**src/rtl/rom_load_pkg.sv**
```systemverilog
`default_nettype none
// ============================================================================
// Module  : rom_load_pkg
// Brief   : Shared types, file indices and ROM region decoder for rom_load_ctrl
// Revision: 1.0
// ============================================================================
package rom_load_pkg;

  typedef enum logic [1:0] {
    IDLE = 2'd0,
    LOAD = 2'd1,
    HOLD = 2'd2,
    RUN  = 2'd3
  } state_t;

  localparam logic [7:0] IDX_ROM = 8'd0;
  localparam logic [7:0] IDX_TNO = 8'd1;

  typedef struct packed {
    logic        in_range;
    logic [31:0] sel;
  } region_t;

  // Upper address bits pick the region; anything above the top region is out of range.
  function automatic region_t region_decode(input logic [24:0] addr,
                                            input int          addr_w,
                                            input int          reg_w);
    region_t     r;
    logic [24:0] idx;
    idx        = (addr >> addr_w) & ((25'd1 << reg_w) - 25'd1);
    r.in_range = ((addr >> (addr_w + reg_w)) == 25'd0);
    r.sel      = 32'd1 << idx;
    return r;
  endfunction

endpackage
`default_nettype wire

```
**src/rtl/rom_load_ctrl_if.sv**
```systemverilog
`default_nettype none
// ============================================================================
// Module  : rom_load_ctrl_if
// Brief   : ioctl download bus in, core ROM write bus out
// Revision: 1.0
// ============================================================================
interface rom_load_ctrl_if #(
  parameter int NREG   = 4,
  parameter int ADDR_W = 17
);
  logic              ioctl_download;
  logic              ioctl_wr;
  logic [24:0]       ioctl_addr;
  logic [7:0]        ioctl_dout;
  logic [7:0]        ioctl_index;
  logic              rom_wr;
  logic [NREG-1:0]   rom_sel;
  logic [ADDR_W-1:0] rom_addr;
  logic [7:0]        rom_dout;

  modport master (
    output ioctl_download, ioctl_wr, ioctl_addr, ioctl_dout, ioctl_index,
    input  rom_wr, rom_sel, rom_addr, rom_dout
  );

  modport slave (
    input  ioctl_download, ioctl_wr, ioctl_addr, ioctl_dout, ioctl_index,
    output rom_wr, rom_sel, rom_addr, rom_dout
  );
endinterface
`default_nettype wire

```
**src/rtl/rom_load_ctrl.sv**
```systemverilog
`default_nettype none
// ============================================================================
// Module  : rom_load_ctrl
// Brief   : Routes HPS ioctl ROM download into core ROM regions, captures the
//           title number and sequences the game-core reset around the load.
// Revision: 1.0
// ============================================================================
module rom_load_ctrl
  import rom_load_pkg::*;
#(
  parameter int          NREG         = 4,
  parameter int          ADDR_W       = 17,
  parameter int          RELEASE_CYC  = 16,
  parameter logic [24:0] EXPECT_BYTES = 25'h40000
) (
  input  wire logic          clk_sys,
  input  wire logic          reset,
  rom_load_ctrl_if.slave     bus,
  input  wire logic          user_rst,
  output logic [3:0]         tno,
  output logic               core_reset,
  output logic               load_done,
  output logic               load_err,
  output logic [24:0]        byte_count
);

  localparam int REG_W = $clog2(NREG);
  localparam int CNT_W = (RELEASE_CYC > 1) ? $clog2(RELEASE_CYC) : 1;
  localparam logic [CNT_W-1:0] c_RELOAD = CNT_W'(RELEASE_CYC - 1);

  state_t           r_state;
  logic             r_dl_prev;
  logic             r_stray;
  logic             r_hold_dl;
  logic [CNT_W-1:0] r_cnt;

  region_t w_dec;
  logic    w_rise;
  logic    w_fall;
  logic    w_in_range;
  logic    w_window;
  logic    w_wr_rom;
  logic    w_wr_stray;
  logic    w_wr_tno;
  logic    w_load_ok;

  always_comb begin
    w_dec      = region_decode(bus.ioctl_addr, ADDR_W, REG_W);
    // Select bits above NREG can only be set when the address is out of range.
    w_in_range = w_dec.in_range & ((w_dec.sel >> NREG) == 32'd0);
    w_rise     = bus.ioctl_download & ~r_dl_prev;
    w_fall     = ~bus.ioctl_download & r_dl_prev;
    // A rising edge enters LOAD in the same cycle, so its write is accepted too.
    w_window   = (r_state == LOAD) | w_rise;
    w_wr_rom   = w_window & bus.ioctl_wr & (bus.ioctl_index == IDX_ROM) & w_in_range;
    w_wr_stray = w_window & bus.ioctl_wr & (bus.ioctl_index == IDX_ROM) & ~w_in_range;
    w_wr_tno   = w_window & bus.ioctl_wr & (bus.ioctl_index == IDX_TNO);
    w_load_ok  = (byte_count == EXPECT_BYTES) & ~r_stray;
  end

  always_ff @(posedge clk_sys) begin
    if (reset) begin
      r_state      <= IDLE;
      r_dl_prev    <= 1'b0;
      r_stray      <= 1'b0;
      r_hold_dl    <= 1'b0;
      r_cnt        <= '0;
      bus.rom_wr   <= 1'b0;
      bus.rom_sel  <= '0;
      bus.rom_addr <= '0;
      bus.rom_dout <= 8'd0;
      tno          <= 4'd0;
      core_reset   <= 1'b1;
      load_done    <= 1'b0;
      load_err     <= 1'b0;
      byte_count   <= 25'd0;
    end else begin
      r_dl_prev  <= bus.ioctl_download;
      bus.rom_wr <= w_wr_rom;
      if (w_wr_rom) begin
        bus.rom_sel  <= w_dec.sel[NREG-1:0];
        bus.rom_addr <= bus.ioctl_addr[ADDR_W-1:0];
        bus.rom_dout <= bus.ioctl_dout;
      end else begin
        bus.rom_sel  <= '0;
      end
      if (w_wr_tno) begin
        tno <= bus.ioctl_dout[3:0];
      end

      if (w_rise) begin
        r_state    <= LOAD;
        core_reset <= 1'b1;
        load_done  <= 1'b0;
        load_err   <= 1'b0;
        r_stray    <= w_wr_stray;
        byte_count <= w_wr_rom ? 25'd1 : 25'd0;
      end else begin
        case (r_state)
          IDLE: begin
            core_reset <= 1'b1;
          end
          LOAD: begin
            core_reset <= 1'b1;
            if (w_wr_rom && (byte_count != '1)) begin
              byte_count <= byte_count + 25'd1;
            end
            if (w_wr_stray) begin
              r_stray <= 1'b1;
            end
            if (w_fall) begin
              r_state   <= HOLD;
              r_cnt     <= c_RELOAD;
              r_hold_dl <= 1'b1;
            end
          end
          HOLD: begin
            core_reset <= 1'b1;
            if (user_rst) begin
              r_cnt <= c_RELOAD;
            end else if (r_cnt == '0) begin
              if (r_hold_dl) begin
                load_done <= w_load_ok;
                load_err  <= ~w_load_ok;
              end
              // A bad load parks in IDLE with the core held in reset.
              if (r_hold_dl ? w_load_ok : ~load_err) begin
                r_state    <= RUN;
                core_reset <= 1'b0;
              end else begin
                r_state    <= IDLE;
              end
            end else begin
              r_cnt <= r_cnt - CNT_W'(1);
            end
          end
          RUN: begin
            if (user_rst) begin
              r_state    <= HOLD;
              r_cnt      <= c_RELOAD;
              r_hold_dl  <= 1'b0;
              core_reset <= 1'b1;
            end
          end
          default: begin
            r_state    <= IDLE;
            core_reset <= 1'b1;
          end
        endcase
      end
    end
  end

endmodule
`default_nettype wire

```
**src/flat_wrapper.sv**
```systemverilog
// flat-port wrapper written by rule: the top's interface ports become plain ports
module rom_load_ctrl_flat import rom_load_pkg::*;
#(
  parameter int          NREG         = 4,
  parameter int          ADDR_W       = 17,
  parameter int          RELEASE_CYC  = 16,
  parameter logic [24:0] EXPECT_BYTES = 25'h40000
)
  (clk_sys, reset, user_rst, tno, core_reset, load_done, load_err, byte_count, bus_ioctl_download, bus_ioctl_wr, bus_ioctl_addr, bus_ioctl_dout, bus_ioctl_index, bus_rom_wr, bus_rom_sel, bus_rom_addr, bus_rom_dout);
  rom_load_ctrl_if #(.NREG(NREG), .ADDR_W(ADDR_W)) bus_i ();
  input  wire logic clk_sys;
  input  wire logic reset;
  input  wire logic user_rst;
  output logic [3:0] tno;
  output logic core_reset;
  output logic load_done;
  output logic load_err;
  output logic [24:0] byte_count;
  input wire logic [$bits(bus_i.ioctl_download)-1:0] bus_ioctl_download;
  input wire logic [$bits(bus_i.ioctl_wr)-1:0] bus_ioctl_wr;
  input wire logic [$bits(bus_i.ioctl_addr)-1:0] bus_ioctl_addr;
  input wire logic [$bits(bus_i.ioctl_dout)-1:0] bus_ioctl_dout;
  input wire logic [$bits(bus_i.ioctl_index)-1:0] bus_ioctl_index;
  output wire logic [$bits(bus_i.rom_wr)-1:0] bus_rom_wr;
  output wire logic [$bits(bus_i.rom_sel)-1:0] bus_rom_sel;
  output wire logic [$bits(bus_i.rom_addr)-1:0] bus_rom_addr;
  output wire logic [$bits(bus_i.rom_dout)-1:0] bus_rom_dout;
  assign bus_i.ioctl_download = bus_ioctl_download;
  assign bus_i.ioctl_wr = bus_ioctl_wr;
  assign bus_i.ioctl_addr = bus_ioctl_addr;
  assign bus_i.ioctl_dout = bus_ioctl_dout;
  assign bus_i.ioctl_index = bus_ioctl_index;
  assign bus_rom_wr = bus_i.rom_wr;
  assign bus_rom_sel = bus_i.rom_sel;
  assign bus_rom_addr = bus_i.rom_addr;
  assign bus_rom_dout = bus_i.rom_dout;
  rom_load_ctrl #(.NREG(NREG), .ADDR_W(ADDR_W), .RELEASE_CYC(RELEASE_CYC), .EXPECT_BYTES(EXPECT_BYTES)) u_core (.clk_sys(clk_sys), .reset(reset), .bus(bus_i), .user_rst(user_rst), .tno(tno), .core_reset(core_reset), .load_done(load_done), .load_err(load_err), .byte_count(byte_count));
endmodule
```
**config.mk**
```make
export PLATFORM = sky130hd
export DESIGN_NAME = rom_load_ctrl_flat
export DESIGN_NICKNAME = d
export VERILOG_FILES = /design/src/rtl/rom_load_pkg.sv /design/src/rtl/rom_load_ctrl_if.sv /design/src/rtl/rom_load_ctrl.sv /design/src/flat_wrapper.sv
export SDC_FILE = /design/constraint.sdc
export NUM_CORES = 1
export LEC_CHECK = 0
export ABC_AREA = 1
export BUFFER_PORTS_ARGS = -buffer_cell sky130_fd_sc_hd__buf_2
export CAP_MARGIN = 20
export CORE_UTILIZATION = 51
export DETAILED_ROUTE_END_ITERATION = 7
export HOLD_SLACK_MARGIN = 0.15
export PLACE_DENSITY = 0.79
export SLEW_MARGIN = 15
export SYNTH_ARGS = -nofsm -noshare
export SYNTH_HDL_FRONTEND = slang
export SYNTH_SLANG_ARGS = --single-unit
```
**constraint.sdc**
```tcl
create_clock -name clk_sys -period 2.1 [get_ports clk_sys]
set_clock_uncertainty 0.05 [all_clocks]
set_input_delay 0.315 -clock clk_sys [delete_from_list [all_inputs] [get_ports clk_sys]]
set_output_delay 0.315 -clock clk_sys [all_outputs]
set_load 0.01 [all_outputs]
```
After elaboration in Yosys (flattened, before gate mapping)

Index checks and enable logic that the tools add are counted.

Flip-flop bits (word level): 71
Word-level logic and storage cells: 102
Bits of input ports: 46
Output and inout port bits: 62

Shift operators: 1
Reductions and logical operators: 22
Muxes and demuxes: 28
$add $sub $neg: 2
Equality and inequality tests: 15
Bitwise operators: 19

Operator list:

| kind                                                                    | count |
|---|---|
| 25-bit two-way mux                                                      | 3 |
| 32-bit logical NOT                                                      | 1 |
| 1-bit by 2-bit left shift with 32-bit output, first input constant      | 1 |
| 25-bit by 1-bit adder with 25-bit output, second input constant         | 1 |
| 25-bit by 19-bit equality test with 1-bit output, second input constant | 1 |
| 25-bit logical NOT                                                      | 1 |
| 25-bit inequality test, second input constant                           | 1 |
| 4-bit two-way mux                                                       | 4 |
| 5-bit AND reduction                                                     | 3 |
| 1-bit two-way mux                                                       | 12 |
| 4-bit case mux with 3 select lines                                      | 1 |
| 2-bit two-way mux                                                       | 5 |
| 1-bit bitwise AND                                                       | 9 |
| 1-bit NOT                                                               | 9 |
| 8-bit by 1-bit equality test with 1-bit output, second input constant   | 1 |
| 8-bit logical NOT                                                       | 1 |
| 4-bit AND reduction                                                     | 2 |
| 2-bit nonzero test                                                      | 4 |
| 3-bit by 1-bit inequality test with 1-bit output, second input constant | 2 |
| 3-bit by 2-bit inequality test with 1-bit output, second input constant | 2 |
| 2-bit case mux with 3 select lines                                      | 1 |
| 2-bit OR reduction                                                      | 3 |
| 2-bit equality test, second input constant                              | 2 |
| 4-bit logical NOT                                                       | 1 |
| 13 further kinds                                                        | 16 |

Logic depth before layout (Yosys ltp)

Gate-level depths: netlist (run 1).

Depth in word-level cells: 10
Depth in mapped cells: 11
Mapped depth without buffers: 11

Worst setup path before layout (run 1)

No wires, ideal clock.

Path kind: reg-to-reg
Start point: register u_core.byte_count[0]
End point: register u_core.byte_count[17]
Clock period less this slack: 1804 ps
Buffers on the path: 1
Arrival: 1622 ps
Library setup time: 132 ps
Stages on the path, launching flop included: 12
Path slack: 296 ps
Required time: 1918 ps
Path through: dfxtp_1 -> ha_1 -> nand2_1 -> inv_1 -> nand2_1 -> nor2_1 -> nand2_1 -> nor2_1 -> nor2_4 -> buf_6 -> nand4_1 -> a21oi_1

Cells in the longest elaborated chain, start to end: 4
Elaborated cells on any way between the ends: 8
Classes of those cells: add/sub: 1; eq/ne: 1; mux: 3; reduce/logical: 3

Ends and longest elaborated chain:

| what                                                                                      | RTL line                                   | source |
|---|---|---|
| start: declaration                                                                        | rom_load_ctrl.sv:24                        | `output logic [24:0] byte_count` |
| start signal: assignment                                                                  | rom_load_ctrl.sv:97                        | `byte_count <= w_wr_rom ? 25'd1 : 25'd0;` |
| start signal: assignment                                                                  | rom_load_ctrl.sv:106                       | `byte_count <= byte_count + 25'd1;` |
| 25-bit by 1-bit adder with 25-bit output / 25-bit inequality test (equally long branches) | rom_load_ctrl.sv:106, rom_load_ctrl.sv:105 |  |
| 25-bit two-way mux / 1-bit logical AND (equally long branches)                            | rom_load_ctrl.sv:105                       | `if (w_wr_rom && (byte_count != '1)) begin` |
| 25-bit two-way mux / 2-bit nonzero test (equally long branches)                           | -                                          |  |
| 25-bit two-way mux / 2-bit AND reduction (equally long branches)                          | -                                          |  |

Parallel ways exist; a longest one is shown, timed or not. The select of a mux whose other input is x is not followed.
A chain may end at the register's enable or synchronous reset.

Worst setup path after layout (run 1)

Start point: input bus_ioctl_download
End point: register u_core.byte_count[0]

Cells in the longest elaborated chain, start to end: 8
Elaborated cells on any way between the ends: 11
Classes of those cells: mux: 2; bitwise: 5; reduce/logical: 4

Ends and longest elaborated chain:

| what                                 | RTL line             | source |
|---|---|---|
| start: declaration                   | flat_wrapper.sv:19   | `input wire logic [$bits(bus_i.ioctl_download)-1:0] bus_ioctl_download;` |
| 1-bit bitwise AND (*)                | rom_load_ctrl.sv:51  | `w_rise = bus.ioctl_download & ~r_dl_prev;` |
| 1-bit bitwise OR                     | rom_load_ctrl.sv:54  | `w_window = (r_state == LOAD) \| w_rise;` |
| 1-bit bitwise AND (3 in series)      | rom_load_ctrl.sv:55  | `w_wr_rom = w_window & bus.ioctl_wr & (bus.ioctl_index == IDX_ROM) & w_in_range;` |
| 1-bit logical AND                    | rom_load_ctrl.sv:105 |  |
| 2-bit nonzero test (no source line)  | -                    |  |
| 2-bit AND reduction (no source line) | -                    |  |

Every way passes the cells marked *; elsewhere a longest branch is shown, timed or not.

==> qor.txt, run 1 <==
initial drt markers -> 223
Root Driver -> clkbuf_8
Final Total Pwr -> 2.51 mW
adder and majority gate portion of the synthesized area -> 1.06%
H-tree levels -> 3
Post-CTS Setup Inserts -> 0
FILL cells -> 599
TritonRoute pass-1 iters -> 5
part of the power in registers -> 54.1%
GRT Util Overall -> 27.8%
share of cells above drive strength 1 -> 21.8%
#FFs+latches synth -> 71
Final Hold Fails -> 0
first-pass GRT wire length -> 16200 um
Post-CTS Resized -> 0
Initial Utilization -> 52.5%
Commonest cells post-synth -> nand2_1, nor2_1, dfxtp_1
Period minus WS final -> 1.91 ns
vias in the first global route -> 3589
number of synthesized flops with an enable pin -> 0
hpwl dp -> 6980 um
Overflow after GRT -> 0
Multi-input gate area -> 0.00183 mm^2
Clk pwr share -> 39.1%
post-synthesis mux area share -> 0%
mapped cell area -> 0.00355 mm^2
max-slew violation count -> 0
count leader, synth -> nand2_1
Slowest-stage cell, CP -> dlygate4sd3_1
diode count -> 0
die width -> 85.4 um
Worst-path clk slew -> 0.08 ns
DR DRC count -> 0
status -> finished clean
syn_nets -> 592
endpoint class of the critical path -> register
CP max stage delay -> 0.51 ns
worst slew pin tran -> 0.398 ns
Netlist cell types -> 28
wire per inst -> 13.1 um
largest net degree at the start of global routing -> 31
min-delay worst type -> primary input to register
Avg Vias per Cell -> 5.30
setup TNS -> 0 ns
placed instance area -> 0.00418 mm^2
row count -> 30
Final Wtd Congestion -> 1.01
Critical Path Fanout Max -> 27
number of port buffers -> 107
Hold WS -> 0.163 ns
Clock Latency Late Sink -> 0.35 ns
cell area after layout -> 0.00451 mm^2
ys flop type -> dfxtp_1
Slew HR -> 73.4%
Max-Cap Viols -> 0
core area -> 0.00676 mm^2
CP Cell Sequence -> dlygate4sd3_1, buf_2, nand2_2, a21oi_4, nand3_2, buf_4, o21ai_0, nand2_1, a21oi_1
Net Sw Frac -> 25.8%
routed vias -> 3999
WP buf/inv -> 3
VDD IR max -> 0.391 mV
largest family of logic cells by synthesized area -> simple AND/OR/NAND/NOR gates
die area -> 0.00729 mm^2
Async S/R FF share, synth -> 0%
Top delay family on crit path -> buffers and inverters
Ports -> 108
post-synth top area share -> 40.1%
CTS buffer count -> 9
initial antenna violation count -> 0
FMAX -> 524 MHz
clock sink total -> 71
post-synthesis compound-gate area fraction -> 10.5%
maximum clock path buffer count -> 2
kind of critical path -> primary input to register
sequential fraction of the synthesis area -> 40.1%
Final setup violation count -> 0
ANT nets after route -> 0
Worst EP required -> 2.33 ns
Crit path arrival time -> 2.14 ns
post-synth top area cell -> dfxtp_1
Syn Inst Count -> 543
Avg Inst Size Synth -> 6.53 um^2
power per cell area -> 557 mW/mm^2
leak pwr -> 2.04 nW
XOR/XNOR Fraction of Synth Area -> 1.73%
CTS tree -> built
Yosys Warn Count -> 0
Int Power -> 1.86 mW
startpoint types -> primary input
Sw Pwr -> 0.648 mW
Final period util -> 90.8%
P&R area growth vs syn -> 27.2%
Reg area -> 0.00142 mm^2
Die Y -> 85.4 um
final wirelength -> 9880 um
RSZ-0062 raised after global routing -> no
Synth Area in Simple Gates -> 38.4%
Comb pwr share -> 6.8%
Nets -> 719
Area contributors post-synth -> dfxtp_1, nand2_1, nor2_1
[registers in the layout, indices dropped and copies added (netlist names)]
name / flops
u_core.bus.rom_dout: 8
u_core.bus.rom_wr: 1
u_core.r_hold_dl: 1
u_core.r_dl_prev: 1
u_core.r_cnt: 4
u_core.load_err: 1
u_core.r_state: 2
u_core.bus.rom_sel: 4
u_core.bus.rom_addr: 17
u_core.byte_count: 25
u_core.r_stray: 1
u_core.load_done: 1
u_core.tno: 4
u_core.core_reset: 1
[per-layer routing]
| layer | global-route usage, % | routed length [um] |
|---|---|---|
| met4 | 13.5 | 254 |
| met2 | 47.0 | 4670 |
| met5 | 0 | 0 |
| met3 | 5.54 | 666 |
| met1 | 34.0 | 4290 |
[path summary, 6_finish.rpt]
path / start / endpoint / slack (ns) / depth (start not counted)
worst max-delay path: bus_ioctl_download / u_core.byte_count[0] / 0.19 / 9
worst min-delay path: bus_ioctl_dout[5] / u_core.bus.rom_dout[5] / 0.16 / 3
worst max register to register: u_core.byte_count[1] / u_core.byte_count[9] / 0.22 / 10
worst min register to register: u_core.bus.rom_addr[7] / u_core.bus.rom_addr[7] / 0.41 / 2
[power groups by stage]
stage / combinational (mW) / clock [mW] / sequential, mW
final: 0.172 / 0.982 / 1.36
after global routing: 0.189 / 1.05 / 1.36
after CTS: 0.169 / 0.997 / 1.36
after detailed placement: 0.147 / 0 / 1.39
after global placement: 0.144 / 0 / 1.39
after floorplan: 0.0733 / 0 / 1.39
[layout by cell type (no fill, tap or decap), types with 2 or more instances in the layout]
cell type	instances
nor2_4	2
ha_1	3
clkinv_4	4
nor2_1	88
inv_1	50
a21oi_1	56
dfxtp_1	71
buf_2	107
or2_2	3
dlygate4sd3_1	15
o31ai_1	2
clkbuf_8	9
xnor2_1	2
nand2_1	156
nor3_1	4
o21ai_0	11
buf_4	11
nand4_1	16
nand3_1	44
xor2_1	5
nand2_2	4
[stage by stage]
stage,worst slack [ns],instances,util (%)
2_1_floorplan,0.296,543,-
3_3_place_gp,0.164,724,61.9
3_5_place_dp,0.191,724,61.9
4_1_cts,0.165,755,66.7
5_1_grt,0.0447,755,66.7
6_report,0.193,755,66.7
[worst min-delay path, cell delays in order]
cell,delay (ns)
buf_2,0.10
nand2_1,0.06
a21oi_1,0.05
[kinds of logic after synthesis]
logic type      count (synthesis)
buf+inv                        69
xor+xnor                        7
flops                          71
fa+ha+maj                       3
simple gates                  322
compound gates                 71
[layout make-up]
| cell class | instances | area share (%) |
|---|---|---|
| Multi-Input combinational cell | 403 | 40.6 |
| Sequential cell | 71 | 31.5 |
| Timing Repair Buffer | 134 | 17.5 |
| Inverter | 51 | 4.25 |
| Clock buffer | 10 | 2.83 |
| Tap cell | 80 | 2.22 |
| Clock inverter | 6 | 1.05 |
[repair_timing]
action,CTS,global route
hold buffers,15,0
endpoints found under the hold margin,16,0
endpoints found under the setup margin,0,0
(Power assumes the default switching activity.)
==> inputs of run 2 (changes only) <==
- BUFFER_PORTS_ARGS: -buffer_cell sky130_fd_sc_hd__buf_2 -> default
- CORE_UTILIZATION: 51 -> 63
- DONT_BUFFER_PORTS: default -> 1
==> qor.txt, run 2 (same netlist as run 1, synthesis figures left out) <==
Ports -> 108
placed instance area -> 0.00365 mm^2
fin cells -> 657
worst r2r src -> u_core.r_state[1]
max-slew violation count -> 0
maximum clock path buffer count -> 2
power per cell area -> 659 mW/mm^2
initial antenna violation count -> 0
Slowest-stage cell, CP -> dlygate4sd3_1
TritonRoute pass-1 iters -> 6
CP max stage delay -> 0.55 ns
Crit path arrival time -> 2.24 ns
Top Usage Layer GRT -> met2
row count -> 26
min-delay worst type -> primary input to register
number of flip-flops in the largest register -> 25
commonest non-fill, non-tap cells in the layout -> nand2_1, nor2_1, dfxtp_1
FMAX -> 499 MHz
Slew HR -> 71.5%
status -> finished clean
Initial Utilization -> 67.3%
ANT nets after route -> 0
VDD IR max -> 0.612 mV
Overflow after GRT -> 0
final wirelength -> 10600 um
R2R cell count -> 9
P&R area growth vs syn -> 18.9%
CTS buffer count -> 9
CP Cell Sequence -> inv_1, nand2_1, a21oi_4, nand3_4, buf_8, nor2_2, nand2_1, nor2_1, dlygate4sd3_1
Hold WS -> 0.169 ns
Root Driver -> clkbuf_8
leak pwr -> 1.63 nW
Final Hold Fails -> 0
Clock Latency Late Sink -> 0.35 ns
GRT met3 Usage -> 8.69%
share of cells above drive strength 1 -> 8.35%
number of port buffers -> 0
crit-path most repeated cell -> nand2_1
kind of critical path -> register to register
largest net degree at the start of global routing -> 56
cell area after layout -> 0.00422 mm^2
initial drt markers -> 294
DR DRC count -> 0
GRT Util Overall -> 35.2%
clock sink total -> 71
Final period util -> 95.4%
Critical Path Fanout Max -> 27
biggest regs -> u_core.byte_count: 25 flops, u_core.bus.rom_addr: 17 flops, u_core.bus.rom_dout: 8 flops
Final setup violation count -> 0
Period minus WS final -> 2.00 ns
wire per inst -> 16.1 um
Worst EP required -> 2.34 ns
met2 Use GR -> 61.3%
diode count -> 0
Worst-path clk slew -> 0.08 ns
Die Y -> 77.0 um
H-tree levels -> 3
CTS tree -> built
Worst Setup SP -> u_core.r_state[1]
FF-to-FF setup slack -> 0.1 ns
leading cell type in the layout, fill and taps excluded -> nand2_1
routed vias -> 3765
Avg Vias per Cell -> 5.73
hpwl dp -> 6480 um
worst slew pin tran -> 0.428 ns
first-pass GRT wire length -> 16400 um
RSZ-0062 raised after global routing -> yes
Final Wtd Congestion -> 0.978
fin util -> 80.0%
die area -> 0.00593 mm^2
Worst R2R End -> u_core.bus.rom_sel[0]
register with the most flip-flops -> u_core.byte_count
vias in the first global route -> 3532
startpoint types -> register
die width -> 77.0 um
Global Route met1 Usage -> 41.2%
core area -> 0.00527 mm^2
setup TNS -> 0 ns
Max-Cap Viols -> 0
cell count after placement -> 610
Nets -> 631
endpoint class of the critical path -> register
CP Capture Point -> u_core.bus.rom_sel[0]
Post-CTS Setup Inserts -> 0
## run 2: changes by cell type in the layout (fill, tap and decap cells not counted), moves of 2 or more
cell and delta:
buf_2 -107, dlygate4sd3_1 +15, dfxtp_2 +3, dfxtp_1 -3, clkinv_4 -2, buf_4 +3
bufinv_16 +2
## run 2: how the worst min path moves through the flow
stage	cells after the start	endpoint	slack (ns)	startpoint
global route	3	u_core.r_cnt[1]	0.18	reset
global placement	1	u_core.bus.rom_sel[2]	0.34	bus_ioctl_addr[17]
finish	3	u_core.r_cnt[1]	0.17	reset
detailed placement	1	u_core.bus.rom_sel[0]	0.34	bus_ioctl_addr[17]
floorplan	1	u_core.bus.rom_sel[0]	0.34	bus_ioctl_addr[17]
CTS	3	u_core.r_cnt[1]	0.15	reset
## run 2: report_power, final
part           internal (mW)  leakage [nW]  switching, mW
Combinational         0.0629         0.948         0.0897
Clock                  0.685         0.112          0.583
Sequential              1.35         0.574        0.00500
## run 2: per-stage QoR
| step | setup WS, ns | power [mW] |
|---|---|---|
| final | 0.0956 | 2.78 |
| after global routing | -0.0114 | 2.85 |
| after CTS | 0.0385 | 2.76 |
| after detailed placement | 0.220 | 1.47 |
| after global placement | 0.276 | 1.47 |
| after floorplan | 0.296 | 1.46 |
## run 2: critical path, delay by kind of cell (launching register included)
family,cells,cell delay (ns)
DFF,1,0.35
AOI/OAI and AO/OA,1,0.21
and+or+nand+nor,5,0.51
buffers and inverters,3,0.81
## run 2: cell type report
| type | count | area (um^2) |
|---|---|---|
| clock inverters | 7 | 105 |
| clock buffers | 9 | 124 |
| repair buffers | 46 | 440 |
| flip-flops and latches | 71 | 1430 |
| fillers | 379 | 1050 |
| well taps | 70 | 87.6 |
| multi-input cells | 403 | 1840 |
| inverters | 51 | 191 |
## run 2: metal layers
metal  wire (um)  vias to the layer above
li1            -                     1816
met2        5170                      219
met1        4200                     1701
met3         962                       29
met5           0                        -
met4         259                        0
## run 2: repair_timing
item	in CTS	in global routing
hold buffers	31	0
hold endpoints to repair	64	0
gates resized for setup	0	7
endpoints found under the setup margin	0	4
